## config.mk

```make
export PLATFORM = sky130hd
export DESIGN_NAME = pipe_ctrl
export DESIGN_NICKNAME = d
export VERILOG_FILES = /design/src/rtl/pipeline_pkg.sv /design/src/rtl/perf_cnt.sv /design/src/rtl/pipe_ctrl.sv
export SDC_FILE = /design/constraint.sdc
export NUM_CORES = 1
export LEC_CHECK = 0
export CAP_MARGIN = 40
export CELL_PAD_IN_SITES_DETAIL_PLACEMENT = 1
export CELL_PAD_IN_SITES_GLOBAL_PLACEMENT = 1
export CORE_ASPECT_RATIO = 1.1
export CORE_MARGIN = 5
export CORE_UTILIZATION = 35
export CTS_CLUSTER_SIZE = 12
export DETAILED_ROUTE_END_ITERATION = 8
export PLACE_DENSITY_LB_ADDON = 0.1
export SETUP_SLACK_MARGIN = 0.15
export SLEW_MARGIN = 20
export SYNTH_ARGS = -nofsm -noshare
export SYNTH_HDL_FRONTEND = slang
export SYNTH_SLANG_ARGS = --single-unit
```

## constraint.sdc

```tcl
create_clock -name clk -period 5.9 [get_ports clk]
set_input_delay 1.77 -clock clk [delete_from_list [all_inputs] [get_ports clk]]
set_output_delay 1.77 -clock clk [all_outputs]
set_load 0.005 [all_outputs]
```

## src/rtl/pipeline_pkg.sv

```systemverilog
// Shared pipeline-control types: controller state encoding and default PC width.
package pipeline_pkg;

    localparam int XLEN = 64;

    typedef enum logic [1:0] {
        ST_RUN      = 2'd0,
        ST_MEM_WAIT = 2'd1,
        ST_REDIR    = 2'd2
    } pipe_ctrl_state_e;

endpackage

```

## src/rtl/perf_cnt.sv

```systemverilog
// Free-running event counter that wraps at 2^CNT_W.
// Exists only when PIPE_CTRL_PERF_EN is defined, since it is the only user.
`ifdef PIPE_CTRL_PERF_EN
module perf_cnt #(
    parameter int CNT_W = 32
) (
    input  logic             clk,
    input  logic             rst_n,
    input  logic             inc,
    output logic [CNT_W-1:0] cnt
);

    always_ff @(posedge clk or negedge rst_n) begin
        if (!rst_n) begin
            cnt <= '0;
        end else if (inc) begin
            cnt <= cnt + 1'b1;
        end
    end

endmodule
`endif

```

## src/rtl/pipe_ctrl.sv

```systemverilog
// Pipeline stall/flush/redirect controller for a 5-stage pipeline.
// PIPE_CTRL_PERF_EN adds stall/flush performance counters (stall_cnt_o, flush_cnt_o).
//
// state       | meaning
// ST_RUN      | normal flow; services redirect, load-use, fetch miss
// ST_MEM_WAIT | MEM access stalled; whole pipe frozen until dmem_ready_i
// ST_REDIR    | one-cycle replay of a redirect latched during a memory wait
module pipe_ctrl
    import pipeline_pkg::*;
#(
    parameter int CNT_W = 32,
    parameter int XLEN  = pipeline_pkg::XLEN
) (
    input  logic            clk,
    input  logic            rst_n,
    input  logic            load_use_i,
    input  logic            redirect_i,
    input  logic [XLEN-1:0] redirect_pc_i,
    input  logic            imem_valid_i,
    input  logic            dmem_req_i,
    input  logic            dmem_ready_i,
    output logic            pc_en_o,
    output logic            ifid_en_o,
    output logic            idex_en_o,
    output logic            exmem_en_o,
    output logic            memwb_en_o,
    output logic            ifid_flush_o,
    output logic            idex_flush_o,
    output logic            memwb_flush_o,
    output logic            pc_sel_o,
    output logic [XLEN-1:0] pc_tgt_o
`ifdef PIPE_CTRL_PERF_EN
    ,
    output logic [CNT_W-1:0] stall_cnt_o,
    output logic [CNT_W-1:0] flush_cnt_o
`endif
);

    pipe_ctrl_state_e state, state_nxt;
    logic             pend_vld;
    logic [XLEN-1:0]  pend_pc;
    logic             mem_busy;
    logic             pend_set;
    logic             pend_clr;

    assign mem_busy = dmem_req_i & ~dmem_ready_i;

    // A redirect that cannot be taken this cycle is parked; the oldest one wins.
    assign pend_set = redirect_i & ~pend_vld & (mem_busy | (state == ST_MEM_WAIT));
    assign pend_clr = (state == ST_REDIR) & ~mem_busy;

    always_comb begin
        state_nxt     = state;
        pc_en_o       = 1'b1;
        ifid_en_o     = 1'b1;
        idex_en_o     = 1'b1;
        exmem_en_o    = 1'b1;
        memwb_en_o    = 1'b1;
        ifid_flush_o  = 1'b0;
        idex_flush_o  = 1'b0;
        memwb_flush_o = 1'b0;
        pc_sel_o      = 1'b0;
        pc_tgt_o      = '0;
        if (!rst_n) begin
            state_nxt     = ST_RUN;
            pc_en_o       = 1'b0;
            ifid_en_o     = 1'b0;
            idex_en_o     = 1'b0;
            exmem_en_o    = 1'b0;
            memwb_en_o    = 1'b0;
            ifid_flush_o  = 1'b1;
            idex_flush_o  = 1'b1;
            memwb_flush_o = 1'b1;
        end else if (mem_busy) begin
            state_nxt     = ST_MEM_WAIT;
            pc_en_o       = 1'b0;
            ifid_en_o     = 1'b0;
            idex_en_o     = 1'b0;
            exmem_en_o    = 1'b0;
            memwb_en_o    = 1'b0;
            memwb_flush_o = 1'b1;
        end else begin
            case (state)
                ST_MEM_WAIT: begin
                    state_nxt = (pend_vld | redirect_i) ? ST_REDIR : ST_RUN;
                end
                ST_REDIR: begin
                    state_nxt    = ST_RUN;
                    pc_sel_o     = 1'b1;
                    pc_tgt_o     = pend_pc;
                    ifid_flush_o = 1'b1;
                    idex_flush_o = 1'b1;
                end
                default: begin
                    state_nxt = ST_RUN;
                    if (redirect_i) begin
                        pc_sel_o     = 1'b1;
                        pc_tgt_o     = redirect_pc_i;
                        ifid_flush_o = 1'b1;
                        idex_flush_o = 1'b1;
                    end else if (load_use_i) begin
                        pc_en_o      = 1'b0;
                        ifid_en_o    = 1'b0;
                        idex_flush_o = 1'b1;
                    end else if (!imem_valid_i) begin
                        pc_en_o      = 1'b0;
                        ifid_flush_o = 1'b1;
                    end
                end
            endcase
        end
    end

    always_ff @(posedge clk or negedge rst_n) begin
        if (!rst_n) begin
            state    <= ST_RUN;
            pend_vld <= 1'b0;
            pend_pc  <= '0;
        end else begin
            state <= state_nxt;
            if (pend_clr) begin
                pend_vld <= 1'b0;
            end else if (pend_set) begin
                pend_vld <= 1'b1;
                pend_pc  <= redirect_pc_i;
            end
        end
    end

`ifdef PIPE_CTRL_PERF_EN
    perf_cnt #(.CNT_W(CNT_W)) u_stall_cnt (
        .clk   (clk),
        .rst_n (rst_n),
        .inc   (~pc_en_o & rst_n),
        .cnt   (stall_cnt_o)
    );

    perf_cnt #(.CNT_W(CNT_W)) u_flush_cnt (
        .clk   (clk),
        .rst_n (rst_n),
        .inc   (pc_sel_o),
        .cnt   (flush_cnt_o)
    );
`endif

endmodule
```

# Yosys cells after proc, flatten, opt, wreduce, memory -nomap -nowiden
# Cells that the tools add are included.
# word_totals
register_bits	67
input_bits	71
output_inout_bits	73
word_cells	58
# op_classes
eq_ne	2
muxes	40
n_bitwise	10
reduce_logical	3
# ops
op	count
two-way mux 64 bit	3
case mux 64 bit (2 select lines)	1
two-way mux 1 bit	29
two-way mux 2 bit	4
case mux 1 bit (2 select lines)	3
AND 1 bit	4
inverter 1 bit	4
equality test 2 x 1 -> 1 bit (second input constant)	1
equality test 2 bit (second input constant)	1
bitwise OR 1 bit	2
AND reduction 2 bit	1
nonzero test 2 bit	1
OR reduction 2 bit	1

# Longest topological paths before layout
# logic_depth
depth_word	6
ltp_mapped	7
depth_no_buf	5

# Worst setup path before layout
# OpenSTA, ideal clock, no wires.
# synth_path
path_kind	in2out
start	input port dmem_ready_i
end	output port pc_tgt_o[10]
t_arrival_ns	2.501
t_required_ns	4.130
setup_slack_ns	1.629
stages	4
path_buffers	1
cell_sequence	nand2b_1 > nand3_1 > buf_2 > nor2_1
# synth_between
elab_chain_cells	4
# synth_rtl
element	line_no	source
start: declaration	pipe_ctrl.sv:21	input logic dmem_ready_i,
inverter 1 bit	pipe_ctrl.sv:46	assign mem_busy = dmem_req_i & ~dmem_ready_i;
AND 1 bit	pipe_ctrl.sv:46	
two-way mux 64 bit	pipe_ctrl.sv:74	end else if (mem_busy) begin
two-way mux 64 bit	pipe_ctrl.sv:64	if (!rst_n) begin
end: declaration	pipe_ctrl.sv:31	output logic [XLEN-1:0] pc_tgt_o
# Every way passes these cells.

# Worst setup path in the final report
# layout_path
start	input port redirect_i
end	output port pc_tgt_o[63]
# layout_between
elab_chain_cells	4
# layout_rtl
element	line_no	source
start: declaration	pipe_ctrl.sv:17	input logic redirect_i,
two-way mux 64 bit	pipe_ctrl.sv:96	if (redirect_i) begin
case mux 64 bit (2 select lines)	pipe_ctrl.sv:83	case (state)
two-way mux 64 bit	pipe_ctrl.sv:74	
two-way mux 64 bit	pipe_ctrl.sv:64	
# Every way passes these cells.

==> flow_summary.yaml <==
floorplanning:
  rows: 40
  dieHeight_um: 119.4
  io_pins: 144
  die-area_mm2: 0.01306
  chipWidth_um: 109.4
  initial_core_util_pct: 35.36
  core-area_mm2: 0.01076
routing:
  via_per_inst: 4.679
  drtPass1Iterations: 4
  drtIter0Drc: 53
  ant_nets: 0
  routedWlPerCell_um: 16.79
  routed_wl_um: 10140
  vias: 2826
  remaining_drc_errors: 0
synthesis:
  yosysSeqAreaShare_pct: 44.06
  yosysTopAreaCell: "dfrtp_1"
  synth.most_common_cell: "nor2_1"
  ys_ff_latch: 67
  yosys_warnings: 0
  postSynthAreaPerCell_um2: 12.12
  synthTopCellsByCount: "nor2_1, dfrtp_1, mux2i_1"
  netlist_instances: 314
  synth_edf_count: 0
  synth_fp_nets: 388
  yosys.area.top_type_share_pct: 44.06
  yosys.cell_types.count: 21
  synthFlopType: "dfrtp_1"
  synth_area_mm2: 0.003805
  async_reset_ff_share_pct: 100.0
  synth_area_leaders: "dfrtp_1, mux2_4, mux2i_1"
sta:
  min_period_over_period_pct: 90.43
  maxSlewViolCount: 0
  slew_headroom_pct: 54.35
  setup_tns_ns: 0
  period_minus_slack_ns: 5.336
  hold_viol_final: 0
  hold_ws_ns: 0.5022
  finalSetupViolCount: 0
  worst_clock_skew_ns: 0.005951
  clock.fmax_ghz: 0.1874
  worst_pin_slew_ns: 0.6848
  rsz0062_at_grt: "no"
  setup_ws_ns: 0.5644
worst_setup_path:
  slowest_delay_ns: 0.56
  cpMaxStageDelayCell: "clkdlybuf4s50_1"
  rr_endpoint: "pend_pc[56]"
  end_kind: "output port"
  path_max_fanout: 45
  reg2reg_from: "state[0]"
  r2r_slack_ns: 3.76
  path_cells: "clkdlybuf4s50_1, mux2_2, nand3_2, buf_12, nor2_1, clkdlybuf4s50_1"
  ff2ff_path_depth: 6
  crit_type: "in2out"
  crit_top_cell: "clkdlybuf4s50_1"
  required_ns: 4.13
  worstSetupStartpointType: "input port"
  cp.arrival_ns: 3.57
pwr:
  power.density_mw_per_mm2: 358.7
  p_leak_uw: 0.002856
  power_uw: 2061
  ir_drop_uv: 144.7
place:
  dp_cells: 587
  dp_slack_ns: 0.5407
  place_hpwl_um: 7078
  numPortBuffers: 143
  gp_congestion: 0.6884
worst_hold_path:
  hold_end: "pend_pc[23]"
  hold_depth: 1
  hold_path_class: "reg2reg"
  hold_start: "pend_pc[23]"
cts:
  cts_sinks: 67
  root_buffer: "clkbuf_16"
  cts_tree: "built"
  htree_levels: 3
  hold_buffers: 0
  cts_buffers: 9
  clkTransAtPathRegs_ns: 0.05
  clockBufferDepth: 2
  cts_resized: 0
  post_cts_buffers: 0
  clock_latency_ns: 0.33
cells_and_area:
  fillers: 1122
  nets: 526
  drive_gt1_share_pct: 20.35
  seq_area_mm2: 0.001677
  multi_input_area_mm2: 0.001976
  final_cells: 604
  syn2layout_area_growth_pct: 51.04
  diodes: 0
status:
  status: "finished clean"
flow_run:
  max_cap_viol_count: 0
global_routing:
  grt_overflow_total: 0
  grt_use_total_pct: 16.22
  grt_pass1_vias: 3198
  grt_pass1_wl_um: 16530
  antenna_found_initial: 0
  grt_start_max_net_pins: 58
[through the flow]
step,utilization [%],cell area (um^2)
final,53.41,5747
after global routing,53.41,5747
after CTS,53.15,5719
after detailed placement,49.79,5358
after global placement,49.60,5338
after floorplan,-,3805
[worst max-delay path: cells and delay by family]
family        cells  cell delay [ns]
mux               1             0.20
buf+inv           3             1.30
simple gates      2             0.29
[layer usage]
metal  global-route usage, %  vias to the layer above  wire [um]
met4                   6.080                        0        155
met2                   27.06                       89       5065
met5                       0                        -          0
met3                   4.336                       14        606
met1                   19.78                     1381       4316
li1                        -                     1342          -
[how the worst max path moves through the flow]
stage	start	to	slack, ns	cells past startpoint
global route	dmem_ready_i	pc_tgt_o[63]	0.42	6
finish	redirect_i	pc_tgt_o[63]	0.56	6
CTS	redirect_i	pc_tgt_o[63]	0.54	6
detailed placement	redirect_i	pc_tgt_o[63]	0.54	6
floorplan	dmem_ready_i	pc_tgt_o[10]	1.63	4
global placement	redirect_i	pc_tgt_o[63]	0.58	6
[power breakdown]
part	switching (uW)	internal (uW)
combinational	179	427
sequential	127	688
clock	194	446
total	500	1560
[sequential cells by signal, indices dropped and copies added, names as in the netlist]
| signal | cells |
|---|---|
| pend_vld | 1 |
| state | 2 |
| pend_pc | 64 |
[cell families (layout without fill, tap and decap cells)]
group	Yosys count	in the layout	share of synthesized area [%]
muxes	128	128	40.64
and+or+nand+nor	78	78	8.155
DFF	67	67	44.06
buffers and inverters	29	172	4.702
AOI/OAI and AO/OA	9	9	1.447
adders and majority gates	3	3	0.9866
[layout make-up]
class,count,share of cell area [%]
clock buffers,12,4.638
flip-flops and latches,67,29.17
well taps,147,3.201
multi-input cells,218,34.38
repair buffers,150,26.56
clock inverters,4,1.655
inverters,6,0.3919
[cell usage in the layout (no fill, tap or decap)]
| master | netlist | routed |
|---|---|---|
| clkdlybuf4s50_1 | 0 | 142 |
| nor2_1 | 68 | 68 |
| dfrtp_1 | 67 | 67 |
| mux2i_1 | 63 | 63 |
| mux2_4 | 49 | 49 |
| mux2_2 | 16 | 16 |
| clkbuf_16 | 0 | 9 |
| inv_1 | 6 | 6 |
| buf_4 | 2 | 5 |
| nand2b_1 | 4 | 4 |
| o21ai_0 | 4 | 4 |
| clkbuf_8 | 0 | 3 |
| bufinv_16 | 0 | 3 |
| nor2b_1 | 2 | 2 |
| nand2_1 | 2 | 2 |
| a21oi_1 | 2 | 2 |
| ha_1 | 3 | 2 |
| buf_12 | 0 | 2 |
| a31oi_1 | 1 | 1 |
| nor3_1 | 1 | 1 |
| nand3_2 | 0 | 1 |
| a211o_4 | 0 | 1 |
| a21bo_2 | 1 | 1 |
| ha_4 | 0 | 1 |
| clkinv_2 | 0 | 1 |
| buf_16 | 0 | 1 |
(Power assumes the default switching activity.)
